--- config.mk ---
export PLATFORM = sky130hd
export DESIGN_NAME = sprite_line_scanner
export DESIGN_NICKNAME = d
export VERILOG_FILES = /design/src/rtl/sprite_line_scanner.sv
export SDC_FILE = /design/constraint.sdc
export NUM_CORES = 1
export LEC_CHECK = 0
export CAP_MARGIN = 20
export CORE_MARGIN = 5
export CORE_UTILIZATION = 40
export CTS_BUF_LIST = sky130_fd_sc_hd__clkbuf_16
export CTS_CLUSTER_SIZE = 12
export DETAILED_ROUTE_END_ITERATION = 7
export GPL_TIMING_DRIVEN = 0
export SLEW_MARGIN = 20
export SYNTH_ARGS = -nofsm -noshare
export SYNTH_HDL_FRONTEND = slang
export SYNTH_SLANG_ARGS = --single-unit
--- constraint.sdc ---
create_clock -name clk_i -period 4.9 [get_ports clk_i]
set_clock_uncertainty 0.2 [all_clocks]
set_input_delay 0.49 -clock clk_i [delete_from_list [all_inputs] [get_ports clk_i]]
set_output_delay 0.49 -clock clk_i [all_outputs]
set_load 0.03 [all_outputs]
--- src/rtl/sprite_line_scanner.sv ---
// Sprite line scanner: walks the sprite attribute RAM for one video line and
// streams the intersecting sprites to the line renderer, bounded by a per-line budget.
module sprite_line_scanner #(
  parameter int NUM_SPRITES  = 128,
  parameter int MAX_PER_LINE = 64
) (
  input  logic        clk_i,
  input  logic        rst_i,
  input  logic        line_start_i,
  input  logic [9:0]  line_idx_i,
  output logic        ram_rd_en_o,
  output logic [7:0]  ram_rd_addr_o,
  input  logic [31:0] ram_rd_data_i,
  output logic        spr_valid_o,
  input  logic        spr_ready_i,
  output logic [6:0]  spr_idx_o,
  output logic [11:0] spr_addr_o,
  output logic        spr_mode_o,
  output logic [9:0]  spr_x_o,
  output logic [5:0]  spr_row_o,
  output logic        spr_hflip_o,
  output logic [1:0]  spr_z_o,
  output logic [3:0]  spr_coll_o,
  output logic [3:0]  spr_pal_o,
  output logic [1:0]  spr_width_o,
  output logic        busy_o,
  output logic        done_o,
  output logic        overflow_o
);

  // state   | meaning
  // IDLE    | waiting for line_start_i
  // RD_EVEN | read request for word0 of sprite idx
  // RD_ODD  | read request for word1, word0 arrives and is captured
  // EVAL    | word1 on the read bus, hit test
  // EMIT    | record offered to the renderer
  // DONE    | scan finished; done_o pulses in the following cycle
  typedef enum logic [2:0] {IDLE, RD_EVEN, RD_ODD, EVAL, EMIT, DONE} state_t;

  state_t      state_q;
  logic [9:0]  line_q;
  logic [6:0]  idx_q;
  logic [7:0]  hit_cnt_q;
  logic [31:0] word0_q;

  logic [9:0]  row;
  logic [6:0]  height;
  logic [5:0]  row_out;
  logic        hit;
  logic        last_idx;
  logic [7:0]  hit_cnt_nxt;
  logic        budget_full;
  logic        advance;
  logic        unused_bits;

  assign unused_bits = ^{word0_q[31:26], word0_q[14:12], ram_rd_data_i[15:10]};

  // Hit test on word1 as it sits on the read bus during EVAL; row wraps mod 1024.
  always_comb begin
    row         = line_q - ram_rd_data_i[9:0];
    height      = 7'd8 << ram_rd_data_i[31:30];
    hit         = (ram_rd_data_i[19:18] != 2'b00) && (row < {3'b000, height});
    row_out     = ram_rd_data_i[17] ? (6'(height - 7'd1) - row[5:0]) : row[5:0];
    last_idx    = (idx_q == 7'(NUM_SPRITES - 1));
    hit_cnt_nxt = hit_cnt_q + {7'd0, (state_q == EMIT)};
    budget_full = (hit_cnt_nxt == 8'(MAX_PER_LINE));
    advance     = ((state_q == EVAL) && !hit) || ((state_q == EMIT) && spr_ready_i);
  end

  always_ff @(posedge clk_i or posedge rst_i) begin
    if (rst_i) begin
      state_q       <= IDLE;
      line_q        <= '0;
      idx_q         <= '0;
      hit_cnt_q     <= '0;
      word0_q       <= '0;
      ram_rd_en_o   <= 1'b0;
      ram_rd_addr_o <= '0;
      spr_valid_o   <= 1'b0;
      spr_idx_o     <= '0;
      spr_addr_o    <= '0;
      spr_mode_o    <= 1'b0;
      spr_x_o       <= '0;
      spr_row_o     <= '0;
      spr_hflip_o   <= 1'b0;
      spr_z_o       <= '0;
      spr_coll_o    <= '0;
      spr_pal_o     <= '0;
      spr_width_o   <= '0;
      busy_o        <= 1'b0;
      done_o        <= 1'b0;
      overflow_o    <= 1'b0;
    end else begin
      done_o <= 1'b0;
      if (line_start_i) begin
        // Start or restart from any state; a coincident handshake is discarded.
        line_q        <= line_idx_i;
        idx_q         <= '0;
        hit_cnt_q     <= '0;
        overflow_o    <= 1'b0;
        spr_valid_o   <= 1'b0;
        busy_o        <= 1'b1;
        ram_rd_en_o   <= 1'b1;
        ram_rd_addr_o <= '0;
        state_q       <= RD_EVEN;
      end else begin
        case (state_q)
          IDLE: ;
          RD_EVEN: begin
            ram_rd_addr_o <= {idx_q, 1'b1};
            state_q       <= RD_ODD;
          end
          RD_ODD: begin
            word0_q     <= ram_rd_data_i;
            ram_rd_en_o <= 1'b0;
            state_q     <= EVAL;
          end
          EVAL: begin
            if (hit) begin
              spr_valid_o <= 1'b1;
              spr_idx_o   <= idx_q;
              spr_addr_o  <= word0_q[11:0];
              spr_mode_o  <= word0_q[15];
              spr_x_o     <= word0_q[25:16];
              spr_row_o   <= row_out;
              spr_hflip_o <= ram_rd_data_i[16];
              spr_z_o     <= ram_rd_data_i[19:18];
              spr_coll_o  <= ram_rd_data_i[23:20];
              spr_pal_o   <= ram_rd_data_i[27:24];
              spr_width_o <= ram_rd_data_i[29:28];
              state_q     <= EMIT;
            end
          end
          EMIT: begin
            if (spr_ready_i) begin
              spr_valid_o <= 1'b0;
              hit_cnt_q   <= hit_cnt_nxt;
            end
          end
          DONE: begin
            busy_o  <= 1'b0;
            done_o  <= 1'b1;
            state_q <= IDLE;
          end
          default: state_q <= IDLE;
        endcase

        if (advance) begin
          if (budget_full && !last_idx) begin
            overflow_o <= 1'b1;
            state_q    <= DONE;
          end else if (last_idx) begin
            state_q <= DONE;
          end else begin
            idx_q         <= idx_q + 7'd1;
            ram_rd_en_o   <= 1'b1;
            ram_rd_addr_o <= {idx_q + 7'd1, 1'b0};
            state_q       <= RD_EVEN;
          end
        end
      end
    end
  end

endmodule

==> reports/qor.log <==
qor: timing.slew_viol_final 0
qor: drt.post_detailed_route_via_to_cell_ratio 5.13
qor: clock_network.postCtsSetupBuffers 0
qor: place.gp_congestion 0.851
qor: synthesis.mappedNetlistNets 527
qor: grt.met1_resource_use_gr 21.6%
qor: worst_setup_path.worst-path-max-fanout 10
qor: timing.period_minus_slack 4.51 ns
qor: drt.firstDrtPassIters 4
qor: pwr.total_leakage_power 3.23 nW
qor: worst_setup_path.timing.critical_path.to_type flop
qor: cells_and_area.area_growth_syn_to_layout 33.3%
qor: clock_network.clock-root-buffer sky130_fd_sc_hd__clkbuf_16
qor: timing.worst_slew_margin_rel 31.8%
qor: synthesis.synthesis.instances 463
qor: clock_network.cts_buffer_depth 2
qor: synthesis.ys_seq_elements 113
qor: timing.rsz_0062_raised_after_global_routing false
qor: worst_setup_path.crit_arrival 4.57 ns
qor: grt.largest_net_degree_at_the_start_of_global_routing 81
qor: worst_setup_path.regToRegSetupSlack 0.69 ns
qor: clock_network.tritoncts_buffer_count 17
qor: synthesis.synth_area_leader_cell sky130_fd_sc_hd__dfrtp_1
qor: synthesis.synth_area 5420 um^2
qor: clock_network.clock_latency 0.41 ns
qor: floorplan.start_util 40.9%
qor: worst_setup_path.regToRegStartpoint line_q[1]
qor: floorplan.core.rowCount 42
qor: synthesis.synth_edf_count 0
qor: clock_network.hold_buffers 0
qor: timing.totalNegativeSetupSlack 0 ns
qor: worst_setup_path.critical_path_class in2reg
qor: pwr.share_comb_of_total_power 33.9%
qor: clock_network.cts_tree yes
qor: floorplan.io-pin-count 108
qor: grt.global_route.overflow_total 0
qor: cells_and_area.layout.nets 649
qor: floorplan.chipHeight 126 um
qor: place.hpwl 9.05 mm
qor: worst_setup_path.cp_common_cell sky130_fd_sc_hd__ha_1
qor: synthesis.synth_async_sr_flop_share 100%
qor: clock_network.h-tree-depth 4
qor: synthesis.synth.lib_cells_used.distinct 56
qor: worst_setup_path.cpMaxStageDelayCell sky130_fd_sc_hd__clkdlybuf4s50_1
qor: pwr.net-switching-power 1.20 mW
qor: floorplan.core_region_area 13200 um^2
qor: worst_setup_path.critical_path.startpoint_type input port
qor: cells_and_area.fill_cells 1162
qor: synthesis.synth_seq_area_share 52.2%
qor: timing.finalCritPeriodShare 92.1%
qor: drt.route.detailed.wl_per_inst 16.1 um
qor: grt.grt_first_pass_wirelength 20.7 mm
qor: grt.number_of_global_route_vias_before_repair 4121
qor: grt.gr-usage-all-layers 16.3%
qor: pwr.irDropWorstVdd 254 uV
qor: worst_setup_path.cp_cell_sequence clkdlybuf4s50_1, inv_1, ha_1, nor2b_1, o31ai_1, a21boi_1, ha_1, o21a_1, o41a_1, a31oi_1, nand4_1, or3_4, buf_6, clkbuf_1, nand2_1, o21ai_0
qor: place.buffer_ports.inserted 102
qor: cells_and_area.final_core_utilization 54.5%
qor: worst_setup_path.worst_setup_path_startpoint ram_rd_data_i[1]
qor: job.drv_cap 0
qor: floorplan.floorplan.die.width 126 um
qor: worst_setup_path.cp_slowest_stage_delay 0.52 ns
qor: clock_network.cts.repair.resized 0
qor: grt.grt_antenna_before_repair 0
qor: clock_network.clock_sinks 113
qor: outcome.run_status completed
qor: timing.fmax 222 MHz
qor: drt.drt_drc_violations_left 0
qor: synthesis.biggest_area_contributors_in_the_synthesized_netlist sky130_fd_sc_hd__dfrtp_1, sky130_fd_sc_hd__mux2_2, sky130_fd_sc_hd__mux2_4, sky130_fd_sc_hd__ha_1, sky130_fd_sc_hd__nand2_1
qor: cells_and_area.final_cell_count_no_fill 774
qor: timing.tightestPinTransition 1.02 ns
qor: pwr.p_sw_share 32.7%
qor: cells_and_area.drive_above_1_share 19.6%
qor: clock_network.cts.reportedPaths.clkPinSlew 0.05 ns
qor: grt.global_route.usage.met3 3.99%
qor: timing.final_critical_path_setup_slack 0.387 ns
qor: synthesis.synth.yosys.warnings 0
qor: grt.grt_busiest_layer met2
qor: synthesis.netlist.area_leader.share 52.2%
qor: drt.num_vias 3969
qor: hold_path.hold_path.class in2async
qor: timing.hold_violations 0
qor: place.placement.setup.worst_slack -0.162 ns
qor: cells_and_area.antennaDiodeCount 0
qor: pwr.power_frac_seq 36.3%
qor: grt.globalRouteMet2Util 25.2%
qor: pwr.fin_total_pwr 3.66 mW
qor: drt.antenna_violating_nets_post_route 0
qor: timing.final-setup-viol-count 0
qor: floorplan.dieArea 16000 um^2
qor: pwr.p_per_area 506 nW/um^2
qor: synthesis.synthesis.area_per_instance 11.7 um^2
qor: pwr.power_frac_clock 29.8%
qor: place.placedCellCount 742
qor: synthesis.ys.flop_type sky130_fd_sc_hd__dfrtp_1
qor: drt.drt_wl_total 12.5 mm
qor: worst_setup_path.worstPathRequired 4.96 ns
qor: drt.dr.first_iter.drc_count 262
qor: pwr.power.internal 2.46 mW
[kinds of logic after synthesis]
family	after synthesis	synth area share (%)
fa+ha+maj	18	4.30
compound gates	79	9.54
xor+xnor	21	3.40
simple gates	118	10.6
buf+inv	38	3.14
flops	113	52.2
mux	76	16.8
[cell usage after synthesis, types with 2 or more instances]
master	count
sky130_fd_sc_hd__and3_1	3
sky130_fd_sc_hd__xnor2_1	13
sky130_fd_sc_hd__buf_6	3
sky130_fd_sc_hd__nand4_1	5
sky130_fd_sc_hd__a211oi_1	3
sky130_fd_sc_hd__a21o_1	3
sky130_fd_sc_hd__a21oi_1	19
sky130_fd_sc_hd__nor3_1	6
sky130_fd_sc_hd__or3b_2	2
sky130_fd_sc_hd__mux2_2	59
sky130_fd_sc_hd__o21ai_0	21
sky130_fd_sc_hd__nand2b_1	4
sky130_fd_sc_hd__a2bb2oi_1	3
sky130_fd_sc_hd__a31oi_1	5
sky130_fd_sc_hd__ha_1	17
sky130_fd_sc_hd__nand3_1	8
sky130_fd_sc_hd__nand2_1	36
sky130_fd_sc_hd__inv_1	17
sky130_fd_sc_hd__buf_2	4
sky130_fd_sc_hd__and2_1	2
sky130_fd_sc_hd__nand3b_1	2
sky130_fd_sc_hd__o21bai_1	2
sky130_fd_sc_hd__nor2_1	34
sky130_fd_sc_hd__nor3b_1	2
sky130_fd_sc_hd__o211ai_1	4
sky130_fd_sc_hd__mux2_4	15
sky130_fd_sc_hd__a211o_1	2
sky130_fd_sc_hd__clkbuf_1	14
sky130_fd_sc_hd__or3_1	3
sky130_fd_sc_hd__dfrtp_1	113
sky130_fd_sc_hd__xor2_1	8
sky130_fd_sc_hd__mux2i_1	2
sky130_fd_sc_hd__nor4_1	3
sky130_fd_sc_hd__o21a_1	2
sky130_fd_sc_hd__o31ai_1	3
[cell usage in the layout (no fill, tap or decap), drive strengths merged, types with 6 or more instances in the layout]
cell	count
ha	17
a21oi	19
nand3	8
nor3	6
mux2	74
buf	8
dfrtp	113
nand2	36
inv	20
xor2	8
clkdlybuf4s50	102
clkinv	8
o21ai	21
clkbuf	31
xnor2	13
nor2	34
[path summary, 6_finish.rpt]
path,to,cells after the start
max in group asynchronous,line_q[6],3
min,spr_idx_o[2],2
min in group clk_i,spr_row_o[1],2
max reg2reg,spr_row_o[5],14
max,spr_row_o[5],16
min reg2reg,spr_row_o[1],2
[sequential cells by signal, indices dropped and copies added, names as in the netlist, 3 cells and up]
| register | cells |
|---|---|
| state_q | 3 |
| spr_x_o | 10 |
| word0_q | 23 |
| spr_idx_o | 7 |
| ram_rd_addr_o | 8 |
| spr_pal_o | 4 |
| spr_coll_o | 4 |
| spr_row_o | 6 |
| line_q | 10 |
| hit_cnt_q | 8 |
| idx_q | 7 |
| spr_addr_o | 12 |
[critical path, delay by kind of cell]
kind                     cells  cell delay, ns
AND/OR/NAND/NOR              4            1.00
AO/OA/AOI/OAI                6            1.43
adder cells (fa/ha/maj)      2            0.61
buffers and inverters        4            1.03
[layout make-up]
| cell class | instances | area, um^2 | share of cell area [%] |
|---|---|---|---|
| Timing Repair Buffer | 103 | 1050 | 14.5 |
| Buffer | 21 | 106 | 1.47 |
| Clock inverter | 15 | 105 | 1.46 |
| Clock buffer | 17 | 425 | 5.89 |
| Multi-Input combinational cell | 312 | 2420 | 33.5 |
| Sequential cell | 113 | 2830 | 39.2 |
| Tap cell | 176 | 220 | 3.05 |
| Inverter | 17 | 68.8 | 0.953 |
[metrics by stage]
step	hold WS (ns)	instance area (um^2)
2_1_floorplan	0.277	5420
5_1_grt	0.260	7220
3_5_place_dp	0.277	6690
6_report	0.237	7220
3_3_place_gp	0.266	6660
4_1_cts	0.239	7220
[power groups by stage]
stage,clock [mW],combinational [mW],sequential [mW]
after CTS,1.12,1.25,1.33
after detailed placement,0,1.24,1.34
final,1.09,1.24,1.33
after floorplan,0,0.521,1.59
after global routing,1.16,1.32,1.36
after global placement,0,1.22,1.33
[per-layer routing]
layer	vias to the layer above	routed length (um)
met5	-	0
met4	0	204
met3	11	563
met2	93	5910
met1	1971	5780
li1	1894	-
(Power assumes the default switching activity.)
